$ cat config.mk
export PLATFORM = sky130hd
export DESIGN_NAME = mem_port_arbiter
export DESIGN_NICKNAME = d
export VERILOG_FILES = /design/src/rtl/mem_port_arbiter.sv
export SDC_FILE = /design/constraint.sdc
export NUM_CORES = 1
export LEC_CHECK = 0
export CORE_ASPECT_RATIO = 1.4
export CORE_MARGIN = 1.5
export CORE_UTILIZATION = 30
export DETAILED_ROUTE_END_ITERATION = 10
export SLEW_MARGIN = 20
export SYNTH_ARGS = -nofsm -noshare
export SYNTH_HDL_FRONTEND = slang
export SYNTH_SLANG_ARGS = --single-unit
$ cat constraint.sdc
create_clock -name clk -period 2.3 [get_ports clk]
set_input_delay 0.345 -clock clk [delete_from_list [all_inputs] [get_ports clk]]
set_output_delay 0.345 -clock clk [all_outputs]
set_load 0.005 [all_outputs]
$ cat src/rtl/mem_port_arbiter.sv
// rtl/mem_port_arbiter.sv - shares one synchronous memory port between instruction fetch and load/store
module mem_port_arbiter #(
    parameter int ADDRESS   = 32,
    parameter int DATA      = 32,
    parameter int LS_STREAK = 4,
    parameter int TIMEOUT   = 16
) (
    input  logic                clk,
    input  logic                rst,
    input  logic                if_req,
    input  logic [ADDRESS-1:0]  if_addr,
    output logic [DATA-1:0]     if_rdata,
    output logic                if_valid,
    input  logic                ls_req,
    input  logic                ls_we,
    input  logic [DATA/8-1:0]   ls_mask,
    input  logic [ADDRESS-1:0]  ls_addr,
    input  logic [DATA-1:0]     ls_wdata,
    output logic [DATA-1:0]     ls_rdata,
    output logic                ls_valid,
    output logic                mem_request,
    output logic                mem_we_re,
    output logic [DATA/8-1:0]   mem_mask,
    output logic [ADDRESS-1:0]  mem_addr,
    output logic [DATA-1:0]     mem_wdata,
    input  logic [DATA-1:0]     mem_rdata,
    input  logic                mem_valid,
    output logic                bus_err
);
    localparam int SW = $clog2(LS_STREAK + 1);
    localparam int WW = $clog2(TIMEOUT + 1);
    localparam logic [SW-1:0] STREAK_MAX = SW'(LS_STREAK);
    localparam logic [WW-1:0] WD_LAST    = WW'(TIMEOUT - 1);

    typedef enum logic [1:0] {IDLE, IF_BUSY, LS_BUSY} state_t;

    state_t          state, state_nxt;
    logic [SW-1:0]   streak, streak_nxt;
    logic [WW-1:0]   wd_cnt;
    logic            grant_ls, grant_if, done, abort, cooldown;

    // The cycle carrying a valid pulse is spent in IDLE without granting, so the
    // requester that just completed cannot be re-granted on its stale request.
    assign cooldown    = if_valid | ls_valid;
    assign mem_request = (state != IDLE);

    always_comb begin
        state_nxt  = state;
        streak_nxt = streak;
        grant_ls   = 1'b0;
        grant_if   = 1'b0;
        done       = 1'b0;
        abort      = 1'b0;
        case (state)
            IDLE: begin
                if (!cooldown) begin
                    if (ls_req && (!if_req || streak < STREAK_MAX)) begin
                        grant_ls   = 1'b1;
                        state_nxt  = LS_BUSY;
                        streak_nxt = !if_req ? '0 :
                                     (streak == STREAK_MAX) ? streak : streak + 1'b1;
                    end else if (if_req) begin
                        grant_if   = 1'b1;
                        state_nxt  = IF_BUSY;
                        streak_nxt = '0;
                    end
                end
            end
            IF_BUSY, LS_BUSY: begin
                if (mem_valid)
                    done = 1'b1;
                else if (wd_cnt == WD_LAST)
                    abort = 1'b1;
                if (done || abort)
                    state_nxt = IDLE;
            end
            default: state_nxt = IDLE;
        endcase
    end

    always_ff @(posedge clk) begin
        if (!rst) begin
            state     <= IDLE;
            streak    <= '0;
            wd_cnt    <= '0;
            mem_we_re <= 1'b0;
            mem_mask  <= '0;
            mem_addr  <= '0;
            mem_wdata <= '0;
            if_rdata  <= '0;
            ls_rdata  <= '0;
            if_valid  <= 1'b0;
            ls_valid  <= 1'b0;
            bus_err   <= 1'b0;
        end else begin
            state    <= state_nxt;
            streak   <= streak_nxt;
            if_valid <= 1'b0;
            ls_valid <= 1'b0;
            bus_err  <= 1'b0;
            if (grant_ls || grant_if) begin
                wd_cnt    <= '0;
                mem_addr  <= grant_ls ? ls_addr : if_addr;
                mem_we_re <= grant_ls & ls_we;
                mem_mask  <= grant_ls ? ls_mask : '1;
                mem_wdata <= grant_ls ? ls_wdata : '0;
            end else if (state != IDLE && !done && !abort) begin
                wd_cnt <= wd_cnt + 1'b1;
            end
            if (done || abort) begin
                mem_we_re <= 1'b0;
                mem_mask  <= '0;
                mem_addr  <= '0;
                mem_wdata <= '0;
                bus_err   <= abort;
                if (state == IF_BUSY) begin
                    if_valid <= 1'b1;
                    if_rdata <= done ? mem_rdata : '0;
                end else begin
                    ls_valid <= 1'b1;
                    ls_rdata <= done ? mem_rdata : '0;
                end
            end
        end
    end
endmodule
Word level (Yosys, flattened, before mapping)

Cells that the tools add are included.

Output and inout port bits: 137
Bits in registers: 146
Word-level logic and storage cells: 78
Bits of input ports: 138

Mux-type cells: 29
$lt $le $gt $ge: 1
$add $sub $neg: 2
Bitwise operators: 5
Reductions and logical operators: 21
Equal/unequal tests: 8

Operator list:

| operator              | count |
|---|---|
| $mux W32              | 3 |
| $mux W1               | 16 |
| $mux W3               | 4 |
| $mux W2               | 4 |
| $ne A3 B3 Y1 const B  | 2 |
| $reduce_and A2 Y1     | 3 |
| $reduce_or A2 Y1      | 3 |
| $add A5 B1 Y5 const B | 1 |
| $eq A5 B4 Y1 const B  | 1 |
| $logic_or A1 B1 Y1    | 4 |
| $mux W4               | 1 |
| $ne A2 B2 Y1 const B  | 2 |
| $pmux W2 S2           | 1 |
| $reduce_and A4 Y1     | 1 |
| $reduce_bool A2 Y1    | 2 |
| $add A3 B1 Y3 const B | 1 |
| $eq A3 B3 Y1 const B  | 1 |
| $logic_and A1 B1 Y1   | 3 |
| $logic_not A1 Y1      | 3 |
| $lt A3 B3 Y1 const B  | 1 |
| $not A1 Y1            | 3 |
| $reduce_and A3 Y1     | 1 |
| $eq A2 B1 Y1 const B  | 1 |
| $eq A2 B2 Y1 const B  | 1 |
| 3 further kinds       | 3 |

Longest topological paths before layout

Depth after elaboration: 8
Gate-level depth with buffers: 8
Mapped depth without buffers: 6

Least setup slack after synthesis

OpenSTA, ideal clock, no wires.

Kind: register to register
Start point: reg wd_cnt[0]
End point: reg mem_addr[10]
Data arrival time: 1.736 ns
Buffers on the path: 2
Stages on the path, launching flop included: 9
Setup slack: 0.475 ns
Cell sequence: dfxtp_1 ha_1 and3_1 ha_1 o21ai_4 nand2_1 buf_2 buf_2 a311oi_2

Longest elaborated chain between the ends: 7

RTL lines:

| what                       | line | text |
|---|---|---|
| start: declaration         | 39   | `logic [WW-1:0] wd_cnt;` |
| start signal: assignment   | 108  | `wd_cnt <= wd_cnt + 1'b1;` |
| $eq A5 B4 Y1               | 72   | `else if (wd_cnt == WD_LAST)` |
| $mux W1                    | 72   |  |
| $mux W1                    | 70   | `if (mem_valid)` |
| $mux W1 (2 in series)      | 54   | `case (state)` |
| $logic_or A1 B1 Y1         | 110  | `if (done \|\| abort) begin` |
| $reduce_or A2 Y1 (no line) | -    |  |
| end signal: assignment     | 103  | `mem_addr <= grant_ls ? ls_addr : if_addr;` |
| end: declaration           | 24   | `output logic [ADDRESS-1:0] mem_addr,` |

No other way between the ends. The select of a mux whose other input is x is not followed.
A chain may end at the register's enable or synchronous reset.

Worst setup path after layout

Start point: reg wd_cnt[0]
End point: reg wd_cnt[3]

Longest elaborated chain between the ends: 7
Elaborated cells between the ends (all ways): 8
Those cells by class: add/sub (1); eq/ne (1); mux (4); reduce/logical (2)

RTL lines:

| what                  | line | text |
|---|---|---|
| $eq A5 B4 Y1          | 72   |  |
| $mux W1               | 72   |  |
| $mux W1               | 70   |  |
| $mux W1 (2 in series) | 54   |  |
| $logic_not A1 Y1      | 107  | `end else if (state != IDLE && !done && !abort) begin` |
| $logic_and A1 B1 Y1   | 107  |  |

Parallel ways exist; a longest one is shown, timed or not. The select of a mux whose other input is x is not followed.

==> out/summary.json <==
{
  "outcome": {"value": "completed"},
  "synth_enable_flop_cells": {"value": 0},
  "power.switching": {"value": 2.22, "unit": "mW"},
  "avgSynthCellArea": {"value": 8.95, "unit": "sq um"},
  "worst-endpoint-arrival": {"value": 2.31, "unit": "ns"},
  "yosys-mux-area-fraction": {"value": 0},
  "fin_skew": {"value": 0.0139, "unit": "ns"},
  "final_area": {"value": 9690, "unit": "sq um"},
  "p_sw_frac": {"value": 0.280},
  "worst_setup_path_end_kind": {"value": "flip-flop"},
  "dp_slack": {"value": 0.242, "unit": "ns"},
  "first_global_vias": {"value": 5919},
  "finalCritPeriodShare": {"value": 0.856},
  "worstSkewPairLatency": {"value": 0.42, "unit": "ns"},
  "worst_slew_pin_slew": {"value": 0.403, "unit": "ns"},
  "power.share.sequential": {"value": 0.368},
  "drt_iter0_drcs": {"value": 315},
  "setup_total_negative_slack": {"value": 0, "unit": "ns"},
  "largest_fanout_of_any_net_on_the_critical_path": {"value": 8},
  "yosysSeqAreaShare": {"value": 0.481},
  "post-cts-setup-buffer-count": {"value": 0},
  "drt_drc_violations_left": {"value": 0},
  "grtUsageTotal": {"value": 0.192},
  "design.final.nets": {"value": 1067},
  "cts_tree": {"value": "yes"},
  "pwr_density_cell": {"value": 817, "unit": "nW/um^2"},
  "clock_path_buffers": {"value": 2},
  "post_cts_resized": {"value": 0},
  "cts_made_buffers": {"value": 17},
  "synthXorXnorAreaFrac": {"value": 0},
  "synth_cell_type_count": {"value": 43},
  "crit_buf_inv": {"value": 0},
  "post_drt_via_cell_ratio": {"value": 5.14},
  "mostFrequentLayoutCell": {"value": "clkdlybuf4s50_1"},
  "rsz0062_at_grt": {"value": "false"},
  "simple_gate_fraction_of_synth_area": {"value": 0.136},
  "dominant_combinational_cell_family_by_area_after_synthesis": {"value": "compound AO/OA/AOI/OAI gates"},
  "antenna_violations_before_repair": {"value": 0},
  "core.rowCount": {"value": 61},
  "ctsHoldBuffers": {"value": 0},
  "vdd_drop_max": {"value": 0.421, "unit": "mV"},
  "design.die.area": {"value": 21100, "unit": "sq um"},
  "worstSetupStartpointType": {"value": "flip-flop"},
  "cpLargestDelayFamily": {"value": "simple AND/OR/NAND/NOR gates"},
  "p_leak": {"value": 3.33, "unit": "nW"},
  "timing.critical_path.slowest_cell_delay": {"value": 0.48, "unit": "ns"},
  "fin_worst_hold_slack": {"value": 0.471, "unit": "ns"},
  "top_level_ports": {"value": 275},
  "synth_compound_gate_area_share": {"value": 0.306},
  "finalMaxSlewViolations": {"value": 0},
  "syn_nets": {"value": 823},
  "cts_num_sinks": {"value": 146},
  "critical_path_class": {"value": "flip-flop to flip-flop"},
  "ctsRootBufferMaster": {"value": "clkbuf_16"},
  "ys_seq_elements": {"value": 146},
  "die_w": {"value": 123, "unit": "microns"},
  "floorplan.initialDensity": {"value": 0.306},
  "place_congestion": {"value": 0.780},
  "final.setup.worst_slack": {"value": 0.330, "unit": "ns"},
  "drtPass1Iterations": {"value": 4},
  "clockPowerShare": {"value": 0.378},
  "holdCritPathClass": {"value": "flip-flop to flip-flop"},
  "post_drt_wl_per_cell": {"value": 17.5, "unit": "microns"},
  "cp_cell_sequence": {"value": "ha_1, and3_1, ha_1, o21a_1, or4_1, a21oi_1"},
  "yosys_most_used_dff": {"value": "dfxtp_1"},
  "top_library_cells_by_usage_in_the_layout_fill_and_taps_aside": {"value": "clkdlybuf4s50_1, dfxtp_1, a21oi_1"},
  "worst_path_max_delay_cell": {"value": "or4_1"},
  "final_layout_size_suffix_gt1_frac": {"value": 0.0898},
  "fin_crit": {"value": 1.97, "unit": "ns"},
  "asyncSetResetFlopFracSynth": {"value": 0},
  "mappedNetlistArea": {"value": 6070, "unit": "sq um"},
  "netlist_instances": {"value": 679},
  "overflow_left_after_global_routing": {"value": 0},
  "clkSlewWorstSetupHoldPaths": {"value": 0.06, "unit": "ns"},
  "final_core_utilization": {"value": 0.488},
  "crit_top_cell": {"value": "ha_1"},
  "ant_nets": {"value": 0},
  "yosys_warnings": {"value": 0},
  "required": {"value": 2.64, "unit": "ns"},
  "core": {"value": 19800, "unit": "sq um"},
  "portBuffers": {"value": 274},
  "num_antenna_cells": {"value": 0},
  "setup-violations-final": {"value": 0},
  "dpl_cell_area": {"value": 9060, "unit": "sq um"},
  "area_growth": {"value": 59.5, "unit": "%"},
  "grt_first_pass_wirelength": {"value": 31.9, "unit": "mm"},
  "grt_start_max_net_pins": {"value": 77},
  "gate_power_share": {"value": 0.255},
  "number_of_max_capacitance_violations_reported": {"value": 0},
  "slew-limit-headroom": {"value": 0.730},
  "p_int": {"value": 5.70, "unit": "mW"},
  "timing.fmax": {"value": 508, "unit": "MHz"},
  "route.final.wire_length": {"value": 20.8, "unit": "mm"},
  "dr_total_vias": {"value": 6102},
  "die-height": {"value": 171, "unit": "microns"},
  "synth_fa_ha_area_frac": {"value": 0.0124},
  "dp_hpwl": {"value": 13.9, "unit": "mm"},
  "cts.htree.levels": {"value": 4},
  "final-hold-violation-count": {"value": 0}
}
-- cell type report --
| type | instances | area [sq um] |
|---|---|---|
| clock buffers | 20 | 457 |
| clock inverters | 11 | 176 |
| fillers | 1933 | 10200 |
| inverters | 7 | 26.3 |
| multi-input cells | 454 | 2760 |
| flip-flops and latches | 146 | 2920 |
| well taps | 252 | 315 |
| repair buffers | 297 | 3030 |
-- routing by layer --
metal	routed length, microns	track usage	part of all wire
met1	8370	0.221	0.40
met2	10200	0.329	0.49
met4	460	0.0695	0.022
met5	0	0	0
met3	1730	0.0613	0.083
-- state kept, by name, indices dropped and copies added (netlist names) --
signal / count
bus_err: 1
if_rdata: 32
if_valid: 1
ls_rdata: 32
ls_valid: 1
mem_addr: 32
mem_mask: 4
mem_wdata: 32
mem_we_re: 1
state: 2
streak: 3
wd_cnt: 5
-- metrics by stage --
stage          std cells  total power [mW]
2_1_floorplan        679              3.97
3_3_place_gp        1156              4.99
3_5_place_dp        1156              5.01
4_1_cts             1187              8.03
5_1_grt             1187              8.31
6_report            1187              7.92
-- path summary, 6_finish.rpt --
kind                 end  cells past startpoint  slack [ns]        start
max            wd_cnt[3]                      6        0.33    wd_cnt[0]
min          ls_rdata[4]                      2        0.47  ls_rdata[4]
max reg2reg    wd_cnt[3]                      6        0.33    wd_cnt[0]
min reg2reg  ls_rdata[4]                      2        0.47  ls_rdata[4]
-- worst reg2reg max path, cell delays in order (launching register included) --
cell and delay [ns]:
dfxtp_1 0.33, ha_1 0.21, and3_1 0.19, ha_1 0.27
o21a_1 0.28, or4_1 0.48, a21oi_1 0.15
-- cell usage after synthesis, drive strengths merged (2+ instances only) --
master	number	area share
dfxtp	146	0.48
a21oi	105	0.087
o21ai	105	0.088
buf	43	0.042
nand2	37	0.023
nand3	36	0.030
nand4	36	0.037
nor2	36	0.026
a311oi	33	0.070
a22oi	32	0.040
clkbuf	29	0.018
inv	7	0.0043
ha	6	0.012
o221a	4	0.0074
a31oi	2	0.0021
and3	2	0.0021
and3b	2	0.0029
nor3b	2	0.0043
o311ai	2	0.0029
or3	2	0.0021
or3b	2	0.0029
-- power groups by stage --
stage | sequential (mW) | clock (mW) | combinational, mW
finish | 2.91 | 2.99 | 2.02
floorplan | 2.98 | 0 | 0.991
detailed placement | 2.97 | 0 | 2.04
global route | 2.94 | 3.17 | 2.20
CTS | 2.92 | 3.07 | 2.04
global placement | 2.96 | 0 | 2.03
-- logic make-up (layout without fill, tap and decap cells) --
group | count (synthesis) | count (layout)
compound gates | 288 | 288
fa+ha+maj | 6 | 6
buf+inv | 79 | 335
flops | 146 | 146
simple gates | 160 | 160
(Power assumes the default switching activity.)
